### src/rtl/pe_seq_pkg.sv
// Shared constants, state encoding and width helpers for the PE-array sequencer.
package pe_seq_pkg;

  localparam int NPE      = 4;
  localparam int ROWS     = 64;
  localparam int COLS     = 64;
  localparam int WCOUNT   = 4;
  localparam int PE_ACC_W = 14;
  localparam int CHUNKS   = COLS / WCOUNT;
  localparam int GROUPS   = ROWS / NPE;

  function automatic int clog2_w(input int n);
    return (n <= 1) ? 1 : $clog2(n);
  endfunction

  function automatic int addr_width(input int groups, input int chunks);
    return clog2_w(groups) + clog2_w(chunks);
  endfunction

  localparam int GRP_W  = clog2_w(GROUPS);
  localparam int CHK_W  = clog2_w(CHUNKS);
  localparam int ADDR_W = addr_width(GROUPS, CHUNKS);
  localparam int XW     = WCOUNT * 4;
  localparam int VEC_W  = COLS * 4;
  localparam int RES_W  = NPE * PE_ACC_W;

  typedef enum logic [2:0] {
    S_IDLE  = 3'd0,
    S_CLR   = 3'd1,
    S_FETCH = 3'd2,
    S_DRAIN = 3'd3,
    S_OUT   = 3'd4
  } state_t;

endpackage

### src/rtl/pe_array_seq.sv
// Sequencer for the heavy-hash matrix-vector multiply: walks the matrix memory
// group by group, feeds the parent's PE array and hands back each group's dot-products.
module pe_array_seq
  import pe_seq_pkg::*;
(
  input  logic              clk,
  input  logic              rst_n,
  input  logic              in_valid,
  output logic              in_ready,
  input  logic [VEC_W-1:0]  in_vec,
  input  logic              abort,
  output logic              m_rd,
  output logic [ADDR_W-1:0] m_addr,
  output logic              pe_en,
  output logic              pe_clr,
  output logic [XW-1:0]     x_chunk,
  input  logic [RES_W-1:0]  pe_out,
  output logic              res_valid,
  input  logic              res_ready,
  output logic [RES_W-1:0]  res_data,
  output logic [GRP_W-1:0]  res_group,
  output logic              done
);

  state_t             state_reg, state_next;
  logic [GRP_W-1:0]   group_reg, group_next;
  logic [CHK_W-1:0]   chunk_reg, chunk_next;
  logic               drain_reg, drain_next;
  logic [VEC_W-1:0]   vec_reg;
  logic               pe_en_reg;
  logic [XW-1:0]      x_chunk_reg;
  logic               abort_clr_reg;

  logic               abort_act;
  logic               accept;
  logic               last_group;
  logic [XW-1:0]      chunk_slice;

  assign abort_act   = abort && (state_reg != S_IDLE);
  assign accept      = (state_reg == S_IDLE) && in_valid;
  assign last_group  = (group_reg == GRP_W'(GROUPS - 1));
  assign chunk_slice = vec_reg[int'(chunk_reg) * XW +: XW];

  always_comb begin
    state_next = state_reg;
    group_next = group_reg;
    chunk_next = chunk_reg;
    drain_next = drain_reg;
    case (state_reg)
      S_IDLE: begin
        if (in_valid) begin
          state_next = S_CLR;
          group_next = '0;
        end
      end
      S_CLR: begin
        state_next = S_FETCH;
        chunk_next = '0;
      end
      S_FETCH: begin
        chunk_next = chunk_reg + 1'b1;
        if (chunk_reg == CHK_W'(CHUNKS - 1)) begin
          state_next = S_DRAIN;
          drain_next = 1'b0;
        end
      end
      S_DRAIN: begin
        drain_next = 1'b1;
        if (drain_reg) state_next = S_OUT;
      end
      S_OUT: begin
        if (res_ready) begin
          if (last_group) begin
            state_next = S_IDLE;
          end else begin
            group_next = group_reg + 1'b1;
            state_next = S_CLR;
          end
        end
      end
      default: state_next = S_IDLE;
    endcase
    if (abort_act) state_next = S_IDLE;
  end

  // Align register: memory data lags m_rd by one cycle, so enable and vector
  // slice are delayed by the same amount. The second DRAIN cycle adds a zero
  // chunk purely to push the last product through the PE multiply stage.
  always_ff @(posedge clk or negedge rst_n) begin
    if (!rst_n) begin
      state_reg     <= S_IDLE;
      group_reg     <= '0;
      chunk_reg     <= '0;
      drain_reg     <= 1'b0;
      vec_reg       <= '0;
      pe_en_reg     <= 1'b0;
      x_chunk_reg   <= '0;
      abort_clr_reg <= 1'b0;
    end else begin
      state_reg     <= state_next;
      group_reg     <= group_next;
      chunk_reg     <= chunk_next;
      drain_reg     <= drain_next;
      if (accept) vec_reg <= in_vec;
      pe_en_reg     <= !abort_act &&
                       ((state_reg == S_FETCH) || (state_reg == S_DRAIN && !drain_reg));
      x_chunk_reg   <= (state_reg == S_FETCH && !abort_act) ? chunk_slice : '0;
      abort_clr_reg <= abort_act;
    end
  end

  assign in_ready  = (state_reg == S_IDLE);
  assign m_rd      = (state_reg == S_FETCH);
  assign m_addr    = m_rd ? {group_reg, chunk_reg} : '0;
  assign pe_en     = pe_en_reg;
  assign x_chunk   = x_chunk_reg;
  assign pe_clr    = (state_reg == S_CLR) || abort_clr_reg;
  assign res_valid = (state_reg == S_OUT);
  assign res_data  = res_valid ? pe_out : '0;
  assign res_group = res_valid ? group_reg : '0;
  assign done      = (state_reg == S_OUT) && res_ready && last_group && !abort;

endmodule

### config.mk
export PLATFORM = sky130hd
export DESIGN_NAME = pe_array_seq
export DESIGN_NICKNAME = d
export VERILOG_FILES = /design/src/rtl/pe_seq_pkg.sv /design/src/rtl/pe_array_seq.sv
export SDC_FILE = /design/constraint.sdc
export NUM_CORES = 1
export LEC_CHECK = 0
export BUFFER_PORTS_ARGS = -buffer_cell sky130_fd_sc_hd__buf_2
export CORE_MARGIN = 2
export CORE_UTILIZATION = 40
export CTS_BUF_LIST = sky130_fd_sc_hd__clkbuf_2 sky130_fd_sc_hd__clkbuf_4 sky130_fd_sc_hd__clkbuf_8
export DETAILED_ROUTE_END_ITERATION = 16
export SLEW_MARGIN = 10
export SYNTH_ARGS = -nofsm -noshare
export SYNTH_HDL_FRONTEND = slang
export SYNTH_SLANG_ARGS = --single-unit
### constraint.sdc
create_clock -name clk -period 3.76 [get_ports clk]
set_clock_uncertainty 0.2 [all_clocks]
set_input_delay 0.752 -clock clk [delete_from_list [all_inputs] [get_ports clk]]
set_output_delay 0.752 -clock clk [all_outputs]
set_load 0.005 [all_outputs]
After elaboration in Yosys (flattened, before gate mapping)

Index checks and enable logic that the tools add are counted.

Multiplexer cells: 18
Equality and inequality tests: 14
Shift operators: 1
Add/sub/neg operators: 2
Reduce and logical (&&, ||, !) cells: 21

Operator list:

| operator                                                                | number |
|---|---|
| 256-bit by 9-bit indexed part select with 16-bit output                 | 1 |
| 56-bit two-way mux                                                      | 1 |
| 16-bit two-way mux                                                      | 1 |
| 4-bit two-way mux                                                       | 4 |
| 4-bit case mux with 2 select lines                                      | 2 |
| 3-bit two-way mux                                                       | 5 |
| 3-bit case mux with 5 select lines                                      | 1 |
| 4-bit by 1-bit adder with 4-bit output, second input constant           | 2 |
| 4-bit equality test, second input constant                              | 2 |
| 1-bit logical AND                                                       | 8 |
| 8-bit two-way mux                                                       | 1 |
| 4-bit AND reduction                                                     | 2 |
| 3-bit by 2-bit equality test with 1-bit output, second input constant   | 2 |
| 3-bit by 1-bit inequality test with 1-bit output, second input constant | 2 |
| 2-bit nonzero test                                                      | 3 |
| 2-bit by 1-bit inequality test with 1-bit output, second input constant | 2 |
| 2-bit inequality test, second input constant                            | 2 |
| 3-bit by 1-bit equality test with 1-bit output, second input constant   | 1 |
| 3-bit equality test, second input constant                              | 1 |
| 1-bit logical NOT                                                       | 3 |
| 3-bit logical NOT                                                       | 1 |
| 3-bit by 2-bit inequality test with 1-bit output, second input constant | 1 |
| 3-bit inequality test, second input constant                            | 1 |
| 3-bit nonzero test                                                      | 1 |
| 4 further kinds                                                         | 6 |

Input port bits: 317
Logic and storage cells: 64
Register bits after elaboration: 286
Output and inout port bits: 90

Longest topological paths before layout

Word-level depth: 5
Gate-level depth with buffers: 7

Worst setup path before layout

Ideal clock, no wire load.

Path type: register to output
Start: register state_reg[0]
End: output res_data[0]
Arrival: 1.495 ns
Setup slack: 1.313 ns
Stages on the path, launching flop included: 7
Path through: dfrtp_1 > buf_6 > or3b_4 > clkinv_2 > buf_2 > clkbuf_1 > and2_1

Word-level cells in the longest chain between the ends: 2

Ends and longest elaborated chain:

| item                   | RTL line            | source |
|---|---|---|
| from (decl)            | pe_array_seq.sv:25  | `state_t state_reg, state_next;` |
| from (signal assigned) | pe_array_seq.sv:100 | `state_reg <= state_next;` |
| 3-bit equality test    | pe_array_seq.sv:118 | `assign res_valid = (state_reg == S_OUT);` |
| 56-bit two-way mux     | pe_array_seq.sv:119 | `assign res_data = res_valid ? pe_out : '0;` |
| to (decl)              | pe_array_seq.sv:20  | `output logic [RES_W-1:0] res_data,` |

Every way passes these cells.

Final worst setup path

Start: register state_reg[2]
End: output done

Word-level cells in the longest chain between the ends: 4

Ends and longest elaborated chain:

| item                           | RTL line            | source |
|---|---|---|
| 3-bit equality test            | pe_array_seq.sv:121 | `assign done = (state_reg == S_OUT) && res_ready && last_group && !abort;` |
| 1-bit logical AND (3 in a row) | pe_array_seq.sv:121 |  |
| to (decl)                      | pe_array_seq.sv:22  | `output logic done` |

Every way passes these cells.

==> run metrics <==
GRT Residual Overflow=0; crit path cell chain=or3b_4 > clkinv_2 > nand2_1 > nor3_1 > buf_2; DR DRC count=0; Core Footprint=0.0326 mm2; number of flops mapped to enable cells by yosys=0; Slew Viols, Final=0; Sink Count=286; total track usage=23.6%; Crit path largest cell delay=0.63 ns; WL final=40.7 mm; top-count cell post-synth=nand2_1; detailed-route vias per instance=4.87; sequential share of the synthesized area=53.8%; crit path launch type=flip-flop; Syn Area/Cell=9.15 um2; drt pass-1 iters=5; crit end category=primary output; post-route insts no fill=2316; Fin Setup TNS=0 ns; Final nets=2157; global-route wire length before repair=64.5 mm; slowest CP cell=dfrtp_1; initial DRC count=714; CTS tree=yes; critical path peak fanout=66; via count=11300; dpl hpwl=29.3 mm; cell taking the most area after synthesis=dfrtp_1; fin crit period=3.50 ns; Post-DRT Antenna Nets=0; list of most frequent post-synthesis cells=nand2_1 (791), dfrtp_1 (286), and2_1 (70); Worst-Margin Slew=1.22 ns; cts repair resizes=0; share of the synthesized area in the top cell type=53.8%; hold-fix buffers at CTS=0; Ports=407; max_cap viols=0; Async S/R FF share, synth=100%; root buf cell=clkbuf_8; worst-skew pair later-pin latency=0.57 ns; Reg2Reg Depth=4; initial antenna violation count=2; Placer Congestion=0.871; Post-synth top flop=dfrtp_1; pin count of the biggest net entering global routing=212; status=finished, final reports clean; post-CTS setup repair buffer count=0; RSZ-0062 raised after global routing=false; FF+latch count, synth=286; largest delay contributor family on the critical path=simple AND/OR/NAND/NOR gates; total power density per cell area=769 mW/mm2; min-delay worst type=input port to asynchronous set/reset pin; Cells after DPL=2228; CTS Buffer Depth=3; Die Height=186 um; TritonCTS Buffers=50; Synth area leaders=dfrtp_1 (54%), nand2_1 (22%), mux4_2 (8.3%); WL/cell=17.6 um; Synth-to-Final Area Change=26.3%; fmax=286 MHz; H-Tree Depth=2; max FFs per register=256; Syn Std Cell Area=0.0133 mm2; area of the die=0.0348 mm2; overall die width=186 um; Reg clk slew, reported paths=0.06 ns; post-synth cell types=39; Post-Syn Instances=1455; Stages on worst setup path=5; VDD IR max=0.397 mV; final setup vio count=0; layout cells sized above 1=30.6%; Worst EP arrival=2.55 ns; initial core utilization=40.8%; vias in the first global route=11700; final period utilization=93.2%; critical path class=flip-flop to primary output; final hold viol count=0; Worst Path Buf+Inv=2; Ys Warns=0; Leak=9.09 nW; row cnt=66; Port Buffers=406; Net Count, Synth=1774; max_slew headroom=18.2%; worst path required time=2.81 ns
==> worst paths after layout <==
kind,startpoint,endpoint,slack [ns]
worst min-delay path,rst_n,vec_reg[75],0.03
worst max-delay path,state_reg[2],done,0.26
worst min register to register,vec_reg[38],vec_reg[38],0.27
worst max register to register,chunk_reg[1],x_chunk[2],1.06
max in group asynchronous,rst_n,vec_reg[213],2.47
min in group clk,in_vec[25],vec_reg[25],0.17
==> cells in the final DEF, fill, tap and decap left out, drive strengths merged, types with 5 or more instances in the layout <==
master / instances
o211ai: 15
buf: 429
nor2: 11
dfrtp: 286
and2: 70
nand2: 791
clkbuf: 83
o21ai: 14
mux4: 49
a22oi: 31
nand3: 22
a21oi: 5
mux2i: 30
==> cells by family after synthesis <==
family / Yosys count / synth area share, %
AO/OA/AOI/OAI: 76 / 4.05
adder cells (fa/ha/maj): 2 / 0.188
buffers and inverters: 101 / 3.65
flip-flops: 286 / 53.8
multiplexers: 81 / 10.7
AND/OR/NAND/NOR: 909 / 27.6
==> layer usage <==
layer,GRT usage [%],share of wire (%),vias up
li1,-,-,5428
met1,32.4,44,5411
met2,38.6,47,382
met3,4.66,6.8,62
met4,6.09,2.1,2
met5,0,0.032,-
==> through the flow <==
| stage | setup WS (ns) | utilization [%] | total power, mW | instance area, um2 | hold slack (ns) |
|---|---|---|---|---|---|
| 2_1_floorplan | 1.31 | - | 8.29 | 13300 | 0.240 |
| 3_3_place_gp | 0.917 | 48.2 | 9.85 | 15700 | 0.253 |
| 3_5_place_dp | 0.867 | 48.2 | 9.97 | 15700 | 0.257 |
| 4_1_cts | 0.235 | 51.5 | 13.1 | 16800 | 0.0315 |
| 5_1_grt | 0.0437 | 51.5 | 13.9 | 16800 | 0.0605 |
| 6_report | 0.257 | 51.5 | 12.9 | 16800 | 0.0255 |
==> layout make-up <==
cell class	count	area, um2
multi-input combinational	1068	5680
sequential	286	7160
clock inverter	4	53.8
tap	442	553
clock buffer	83	1040
fill	3104	15800
antenna	1	2.50
timing repair buffer	429	2300
inverter	3	12.5
==> power breakdown <==
group / internal [mW] / total (mW) / leakage (nW) / switching [mW]
logic: 1.89 / 4.58 / 4.96 / 2.69
registers: 4.47 / 5.29 / 3.56 / 0.822
clock network: 1.81 / 3.06 / 0.574 / 1.26
total: 8.16 / 12.9 / 9.09 / 4.77
Power figures use the tool's default switching activity.
